--- src/rtl/if_id_queue_if.sv ---
// Valid/ready handshake bundle carrying one fetched instruction {pc, inst, exc}.
// The master drives the payload and valid; the slave answers with ready.
interface if_id_queue_if #(
  parameter int PC_W   = 32,
  parameter int INST_W = 32,
  parameter int EXC_W  = 32
);
  logic              valid;
  logic              ready;
  logic [PC_W-1:0]   pc;
  logic [INST_W-1:0] inst;
  logic [EXC_W-1:0]  exc;

  modport master (output valid, pc, inst, exc, input ready);
  modport slave  (input valid, pc, inst, exc, output ready);
endinterface

--- src/rtl/if_id_queue.sv ---
// Fetch-to-decode buffer: a DEPTH-entry circular queue of {pc, inst, exc}
// with flush (empty everything) and kill (drop incoming fetch) controls.
module if_id_queue #(
  parameter  int PC_W   = 32,
  parameter  int INST_W = 32,
  parameter  int EXC_W  = 32,
  parameter  int DEPTH  = 4,
  localparam int CNT_W  = $clog2(DEPTH + 1)
) (
  input  logic              clock_i,
  input  logic              reset_i,
  input  logic              flush_i,
  input  logic              kill_i,
  if_id_queue_if.slave      in_if,
  if_id_queue_if.master     out_if,
  output logic [CNT_W-1:0]  count_o,
  output logic              full_o
);

  localparam int               PTR_W   = $clog2(DEPTH);
  localparam logic [CNT_W-1:0] DEPTH_C = CNT_W'(DEPTH);

  typedef struct packed {
    logic [PC_W-1:0]   pc;
    logic [INST_W-1:0] inst;
    logic [EXC_W-1:0]  exc;
  } entry_t;

  entry_t           mem [DEPTH];
  logic [PTR_W-1:0] wr_ptr;
  logic [PTR_W-1:0] rd_ptr;
  logic [CNT_W-1:0] count;
  logic             push;
  logic             pop;

  // Ready comes from registered occupancy only, so a pop never frees a slot
  // for a same-cycle push while full.
  assign in_if.ready = (count < DEPTH_C);
  assign count_o     = count;
  assign full_o      = (count == DEPTH_C);

  assign push = in_if.valid & in_if.ready & ~kill_i & ~flush_i;
  assign pop  = out_if.valid & out_if.ready & ~flush_i;

  // NOTE: sequential state uses non-blocking assignments so every register
  // samples pre-edge values regardless of statement order.
  always_ff @(posedge clock_i) begin
    if (reset_i || flush_i) begin
      wr_ptr <= '0;
      rd_ptr <= '0;
      count  <= '0;
    end else begin
      if (push) wr_ptr <= wr_ptr + PTR_W'(1);
      if (pop)  rd_ptr <= rd_ptr + PTR_W'(1);
      if (push && !pop)      count <= count + CNT_W'(1);
      else if (pop && !push) count <= count - CNT_W'(1);
    end
  end

  // NOTE: the storage array is deliberately not reset; entries are only
  // observable after being written, and count masks stale contents.
  always_ff @(posedge clock_i) begin
    if (push) mem[wr_ptr] <= '{pc: in_if.pc, inst: in_if.inst, exc: in_if.exc};
  end

  // NOTE: outputs get a default before the conditional so no latch is inferred.
  always_comb begin
    out_if.valid = 1'b0;
    out_if.pc    = '0;
    out_if.inst  = '0;
    out_if.exc   = '0;
    if (count != '0) begin
      out_if.valid = 1'b1;
      out_if.pc    = mem[rd_ptr].pc;
      out_if.inst  = mem[rd_ptr].inst;
      out_if.exc   = mem[rd_ptr].exc;
    end
  end

endmodule

--- src/flat_wrapper.sv ---
// flat-port wrapper written by rule: the top's interface ports become plain ports
module if_id_queue_flat 
#(
  parameter  int PC_W   = 32,
  parameter  int INST_W = 32,
  parameter  int EXC_W  = 32,
  parameter  int DEPTH  = 4,
  localparam int CNT_W  = $clog2(DEPTH + 1)
)
  (clock_i, reset_i, flush_i, kill_i, count_o, full_o, in_if_valid, in_if_pc, in_if_inst, in_if_exc, in_if_ready, out_if_valid, out_if_pc, out_if_inst, out_if_exc, out_if_ready);
  if_id_queue_if #(.PC_W(PC_W), .INST_W(INST_W), .EXC_W(EXC_W)) in_if_i ();
  if_id_queue_if #(.PC_W(PC_W), .INST_W(INST_W), .EXC_W(EXC_W)) out_if_i ();
  input  logic clock_i;
  input  logic reset_i;
  input  logic flush_i;
  input  logic kill_i;
  output logic [CNT_W-1:0] count_o;
  output logic full_o;
  input wire logic [$bits(in_if_i.valid)-1:0] in_if_valid;
  input wire logic [$bits(in_if_i.pc)-1:0] in_if_pc;
  input wire logic [$bits(in_if_i.inst)-1:0] in_if_inst;
  input wire logic [$bits(in_if_i.exc)-1:0] in_if_exc;
  output wire logic [$bits(in_if_i.ready)-1:0] in_if_ready;
  output wire logic [$bits(out_if_i.valid)-1:0] out_if_valid;
  output wire logic [$bits(out_if_i.pc)-1:0] out_if_pc;
  output wire logic [$bits(out_if_i.inst)-1:0] out_if_inst;
  output wire logic [$bits(out_if_i.exc)-1:0] out_if_exc;
  input wire logic [$bits(out_if_i.ready)-1:0] out_if_ready;
  assign in_if_i.valid = in_if_valid;
  assign in_if_i.pc = in_if_pc;
  assign in_if_i.inst = in_if_inst;
  assign in_if_i.exc = in_if_exc;
  assign in_if_ready = in_if_i.ready;
  assign out_if_valid = out_if_i.valid;
  assign out_if_pc = out_if_i.pc;
  assign out_if_inst = out_if_i.inst;
  assign out_if_exc = out_if_i.exc;
  assign out_if_i.ready = out_if_ready;
  if_id_queue #(.PC_W(PC_W), .INST_W(INST_W), .EXC_W(EXC_W), .DEPTH(DEPTH)) u_core (.clock_i(clock_i), .reset_i(reset_i), .flush_i(flush_i), .kill_i(kill_i), .in_if(in_if_i), .out_if(out_if_i), .count_o(count_o), .full_o(full_o));
endmodule
--- config.mk ---
export PLATFORM = sky130hd
export DESIGN_NAME = if_id_queue_flat
export DESIGN_NICKNAME = d
export VERILOG_FILES = /design/src/rtl/if_id_queue_if.sv /design/src/rtl/if_id_queue.sv /design/src/flat_wrapper.sv
export SDC_FILE = /design/constraint.sdc
export NUM_CORES = 1
export LEC_CHECK = 0
export CAP_MARGIN = 20
export CORE_ASPECT_RATIO = 1.75
export CORE_MARGIN = 5
export CORE_UTILIZATION = 31
export CTS_BUF_LIST = sky130_fd_sc_hd__clkbuf_4 sky130_fd_sc_hd__clkbuf_8 sky130_fd_sc_hd__clkbuf_16
export CTS_CLUSTER_SIZE = 24
export DETAILED_ROUTE_END_ITERATION = 8
export SLEW_MARGIN = 5
export SYNTH_ARGS = -nofsm -noshare
export SYNTH_HDL_FRONTEND = slang
export SYNTH_SLANG_ARGS = --single-unit
--- constraint.sdc ---
create_clock -name clock_i -period 3.7 [get_ports clock_i]
set_input_delay 0.37 -clock clock_i [delete_from_list [all_inputs] [get_ports clock_i]]
set_output_delay 0.37 -clock clock_i [all_outputs]
set_load 0.02 [all_outputs]
# [Word level (Yosys, flattened, before mapping)]
# Memory sizes are Yosys's and may differ from the RTL's. A register that Yosys moved wholly into a read port is not among the register bits.
# Index checks and enable logic that the tools add are counted.
[classes] addsub=4 magnitude_cmp=1 eq_ne=1 muxes=10 n_bitwise=7 reduce_logical=7
[op_table] operator="32-bit two-way mux" count=3
[op_table] operator="3-bit two-way mux" count=2
[op_table] operator="1-bit AND" count=5
[op_table] operator="2-bit by 1-bit adder with 2-bit output (second input constant)" count=2
[op_table] operator="2-bit two-way mux" count=2
[op_table] operator="3-bit by 1-bit adder with 3-bit output (second input constant)" count=1
[op_table] operator="3-bit equality test (second input constant)" count=1
[op_table] operator="3-bit less-than comparator (second input constant)" count=1
[op_table] operator="1-bit two-way mux" count=3
[op_table] operator="3-bit nonzero test" count=1
[op_table] operator="3-bit by 1-bit subtractor with 3-bit output (second input constant)" count=1
[op_table] operator="1-bit logical AND" count=2
[op_table] operator="1-bit zero test" count=2
[op_table] operator="1-bit NOT" count=2
[op_table] operator="2-bit nonzero test" count=1
[op_table] operator="1-bit logical OR" count=1
[word_totals] regBits=7 mem_bits_rw=384 output_inout_bits=102 memories=1
[memory_table] name="u_core.mem" depth=4 word_bits=96 read_ports=1 rd_ports_with_merged_regs=1 write_ports=1 line_no="if_id_queue.sv:29" source="entry_t mem [DEPTH];"

# [Depth between registers and ports, before layout]
[logic_depth] depth_word=8 ltp_mapped=8 mapped_depth_nobuf=8

# [Least setup slack after synthesis]
# No wires, ideal clock.
[synth_timing] kind="register to register" from="reg u_core.count[2] (netlist: u_core.count_o[2])" to="mem u_core.mem[1][0] (netlist bit), enable pin" setup_time_ps=466 t_arrival_ps=3260 t_required_ps=3234 setup_slack_ps=-26 stages_incl_launch_ff=3 synth_period_minus_slack_ps=3726 cell_sequence="dfxtp_1 nor4b_2 and2_1"
[synth_via] elab_chain_cells=6
[synth_rtl] element="start, declared" line_no="if_id_queue.sv:32" source="logic [CNT_W-1:0] count;"
[synth_rtl] element="start signal, assigned" line_no="if_id_queue.sv:55" source="if (push && !pop) count <= count + CNT_W'(1);"
[synth_rtl] element="start signal, assigned" line_no="if_id_queue.sv:56" source="else if (pop && !push) count <= count - CNT_W'(1);"
[synth_rtl] element="3-bit less-than comparator" line_no="if_id_queue.sv:38" source="assign in_if.ready = (count < DEPTH_C);"
[synth_rtl] element="1-bit AND (3 in series)" line_no="if_id_queue.sv:42" source="assign push = in_if.valid & in_if.ready & ~kill_i & ~flush_i;"
[synth_rtl] element="net u_core.push" line_no="if_id_queue.sv:33" source="logic push;"
[synth_rtl] element="1-bit two-way mux" line_no="if_id_queue.sv:63" source="if (push) mem[wr_ptr] <= '{pc: in_if.pc, inst: in_if.inst, exc: in_if.exc};"
[synth_rtl] element="1-bit two-way mux (not written as such)" line_no="if_id_queue.sv:63"
[synth_rtl] element="end, declared" line_no="if_id_queue.sv:29"
# The timed path passes the listed nets, and every way through them passes these cells.

==> results <==
- The mean number of vias per cell is 4.68.
- Summed over all failing endpoints, the final setup total negative slack is 0 ps.
- Detailed placement ended at an HPWL of 19.5 mm.
- For this block, the routed nets add up to 31.8 mm of wire.
- The sort of element at the end of the critical path is a primary output.
- VDD sags by at most 312 uV.
- Along the worst path, the maximum fanout reaches 30.
- The horizontal die dimension is 176 um.
- The detailed-routing iteration count for the pre-antenna-repair pass is 6.
- In the synthesized netlist the dominant register cell turns out to be sky130_fd_sc_hd__edfxtp_1.
- STA puts the critical path data required time at 3330 ps.
- Per report_power, the sequential group accounts for 53.8% of the total.
- The initial core utilization is 31.3%.
- The switching share of power is 20.1%.
- The path class of the lowest-slack min-delay path is input port to flip-flop.
- The total leakage power is 5.91 nW.
- Entering global routing, the biggest net connects 98 pins.
- The number of placed I/O pins is 204.
- The first-pass GRT wire length is 48.3 mm.
- The number of placement rows is 106.
- The area growth from synthesis to layout is 27.4%.
- The number of global-route vias before repair was 7816.
- The number of nets with antenna violations after routing is 0.
- Yosys mapped a number of flops with a built-in enable equal to 384.
- The total routing resource utilization after global routing is 12.0%.
- The synthesized netlist net count is 765.
- The H-tree depth reported by CTS is 2.
- The startpoint type of the worst setup path is a flip-flop.
- Internal power comes to 7.33 mW.
- The shortest period the worst path allows is 3200 ps.
- During synthesis, Yosys emitted a total of 0 warnings.
- Across all layers, the routed design uses 7051 vias.
- Ranked by total cell area, the synthesized netlist is headed by sky130_fd_sc_hd__edfxtp_1 77%, sky130_fd_sc_hd__mux4_2 14%, sky130_fd_sc_hd__and2_1 4.2%.
- At the placement stage, the worst setup path has a slack of 987 ps.
- The clock share of power is 40.5%.
- Counting instances in the post-synthesis netlist gives the leading cell types as 384 x sky130_fd_sc_hd__edfxtp_1, 100 x sky130_fd_sc_hd__and2_1, 96 x sky130_fd_sc_hd__mux4_2.
- Among all stages on the critical path, the largest delay is contributed by sky130_fd_sc_hd__dfxtp_4.
- The critical path's largest stage delay is 630 ps.
- The design draws 9.18 mW.
- The net switching power is 1.85 mW.
- The fraction of layout cells with a size suffix above 1 is 20.1%.
- In the post-route analysis, the smallest setup slack over all paths is 499 ps.
- The total standard cell area after synthesis is 15000 um^2.
- The finished cells cover 19000 um^2.
- The number of gates resized after CTS is 0.
- The maximum clock frequency is 312 MHz.
- For the final database, setup skew stands at 17.5 ps.
- The clock-pin transition on the worst setup and hold timing paths is 60 ps.
- The mean post-synth cell area is 22.8 um^2.
- In this run, synthesis produced a sequential element count of 393.
- The core region is 47700 um^2.
- The share of the clock period used by the worst path after layout is 86.5%.
- After detailed routing, the number of remaining DRC violations is 0.
- The cell accounting for the most synthesized area is sky130_fd_sc_hd__edfxtp_1.
- Post-CTS timing repair inserted 0 buffers for setup.
- The portion of the post-synthesis area used by sequential elements is 78.3%.
- The clock latency reported for the late side of the worst-skew pair is 520 ps.
- Buffers inserted to repair hold after CTS numbered 0.
- The congestion estimate from routability-driven global placement came to 0.679.
- The combinational group share of total power is 5.8%.
- In this run the vertical extent of the chip is 301 um.
- Setup repair after global routing left no endpoint under its margin.
- The actual transition at the worst max-transition pin is 449 ps.
- The leftover overflow at the end of global routing is 0.
- The tightest slew margin relative to the limit is 70.1%.
- The final number of hold-violating endpoints is 0.
- The root cell of the clock tree is sky130_fd_sc_hd__clkbuf_16.
- For this run, the post-layout net count is 992.
- TritonCTS built the clock tree.
- The clock drives 393 sinks.
- The gate count of the mapped netlist is 657.
- The routed length per instance is 21.1 um.
- The power density over the cells is 482 nW/um^2.
- The share of flip-flops with an asynchronous set or reset after synthesis is 0%.
- The number of antenna violations at the first check in global routing was 5.
- The count of different cell masters after synthesis is 24.
- The number of input and output port buffers inserted is 203.
- The flow ran to the end, and the final reports show no timing, DRC or antenna violations.
- The most used standard cell by instance count after synthesis is sky130_fd_sc_hd__edfxtp_1.
- The DRC violation total after the first TritonRoute iteration is 460.
- The final setup violation count is 0.
- The critical path in this run is classified as flip-flop to primary output.
- The area of the die is 52900 um^2.
- The placed standard-cell area is 17800 um^2.
- The clock passes through at most 3 buffers.
- The signal on the critical path passes through buf_12 -> mux4_2 -> and2_1 -> clkdlybuf4s50_1.
- The clock buffer count from CTS is 38.
- The final count of pins violating max slew is 0.
- The fraction of synthesized cell area taken by the top area cell type is 77.1%.
- The number of maximum-capacitance violations is 0.
- For the worst setup path, the data arrival time is 2830 ps.
## power groups by stage
| stage | Clock (mW) | Combinational (mW) | Sequential, mW |
|---|---|---|---|
| 5_1_grt | 4.03 | 0.567 | 4.94 |
| 3_5_place_dp | 0 | 0.540 | 5.03 |
| 6_report | 3.71 | 0.529 | 4.94 |
| 3_3_place_gp | 0 | 0.533 | 5.03 |
| 4_1_cts | 3.84 | 0.543 | 4.94 |
| 2_1_floorplan | 0 | 0.221 | 5.03 |
## worst paths after layout
kind	end	from	slack [ps]	depth (start not counted)
min reg2reg	u_core.rd_ptr[1]	u_core.rd_ptr[1]	540	2
max	out_if_pc[3]	flip-flop	500	4
max reg2reg	u_core.count_o[2]	u_core.count_o[0]	1470	8
min	u_core.mem[1][81]	in_if_pc[17]	470	1
## sequential cells by signal, indices dropped and copies added, names as in the netlist, named ones only
name            count
u_core.mem        384
u_core.count_o      3
u_core.rd_ptr       2
u_core.wr_ptr       2
## stage by stage
step	hold WS (ps)	instances	util, %
floorplan	469	657	-
global placement	508	1438	37.4
detailed placement	510	1438	37.4
CTS	441	1505	39.9
global route	459	1506	39.9
finish	473	1508	39.9
## per-layer routing
| layer | GRT usage, % | vias up | wire length, um |
|---|---|---|---|
| li1 | - | 3135 | - |
| met3 | 2.76 | 54 | 1550 |
| met2 | 21.7 | 167 | 17100 |
| met4 | 3.83 | 4 | 811 |
| met1 | 14.1 | 3691 | 12300 |
| met5 | 0 | - | 33 |
## critical path: cells and delay by family, from the launching register on
family        cells  cell delay, ps
buf+inv           2             860
flops             1             630
mux               1             550
simple gates      1             200
## area by class of cell
cell class / count / area (um^2)
fillers: 4268 / 28700
clock buffers: 47 / 1070
well taps: 594 / 743
repair buffers: 221 / 2320
diodes: 3 / 7.51
clock inverters: 20 / 133
multi-input cells: 226 / 3040
flip-flops and latches: 393 / 11700
inverters: 4 / 15.0
## layout by cell type (no fill, tap or decap), types with 3 or more instances in the layout
master	synthesis	layout
sky130_fd_sc_hd__edfxtp_1	384	384
sky130_fd_sc_hd__clkdlybuf4s50_1	0	203
sky130_fd_sc_hd__mux4_2	96	96
sky130_fd_sc_hd__and2_1	100	96
sky130_fd_sc_hd__clkbuf_16	0	41
sky130_fd_sc_hd__buf_12	1	12
sky130_fd_sc_hd__clkinv_1	0	8
sky130_fd_sc_hd__nor2_1	7	7
sky130_fd_sc_hd__dfxtp_1	9	7
sky130_fd_sc_hd__clkinv_2	0	6
sky130_fd_sc_hd__clkbuf_4	0	6
sky130_fd_sc_hd__buf_4	0	6
sky130_fd_sc_hd__ha_1	5	5
sky130_fd_sc_hd__inv_1	4	4
sky130_fd_sc_hd__and2_4	0	4
sky130_fd_sc_hd__xor2_1	4	4
sky130_fd_sc_hd__diode_2	0	3
sky130_fd_sc_hd__inv_6	0	3
## cells by family after synthesis
| kind of cell | count (synthesis) | synth area share, % |
|---|---|---|
| buffers and inverters | 38 | 1.42 |
| XOR/XNOR | 5 | 0.293 |
| adder cells (fa/ha/maj) | 6 | 0.552 |
| AND/OR/NAND/NOR | 113 | 4.66 |
| flip-flops | 393 | 78.3 |
| AO/OA/AOI/OAI | 4 | 0.176 |
| multiplexers | 98 | 14.6 |
Power figures use the tool's default switching activity.
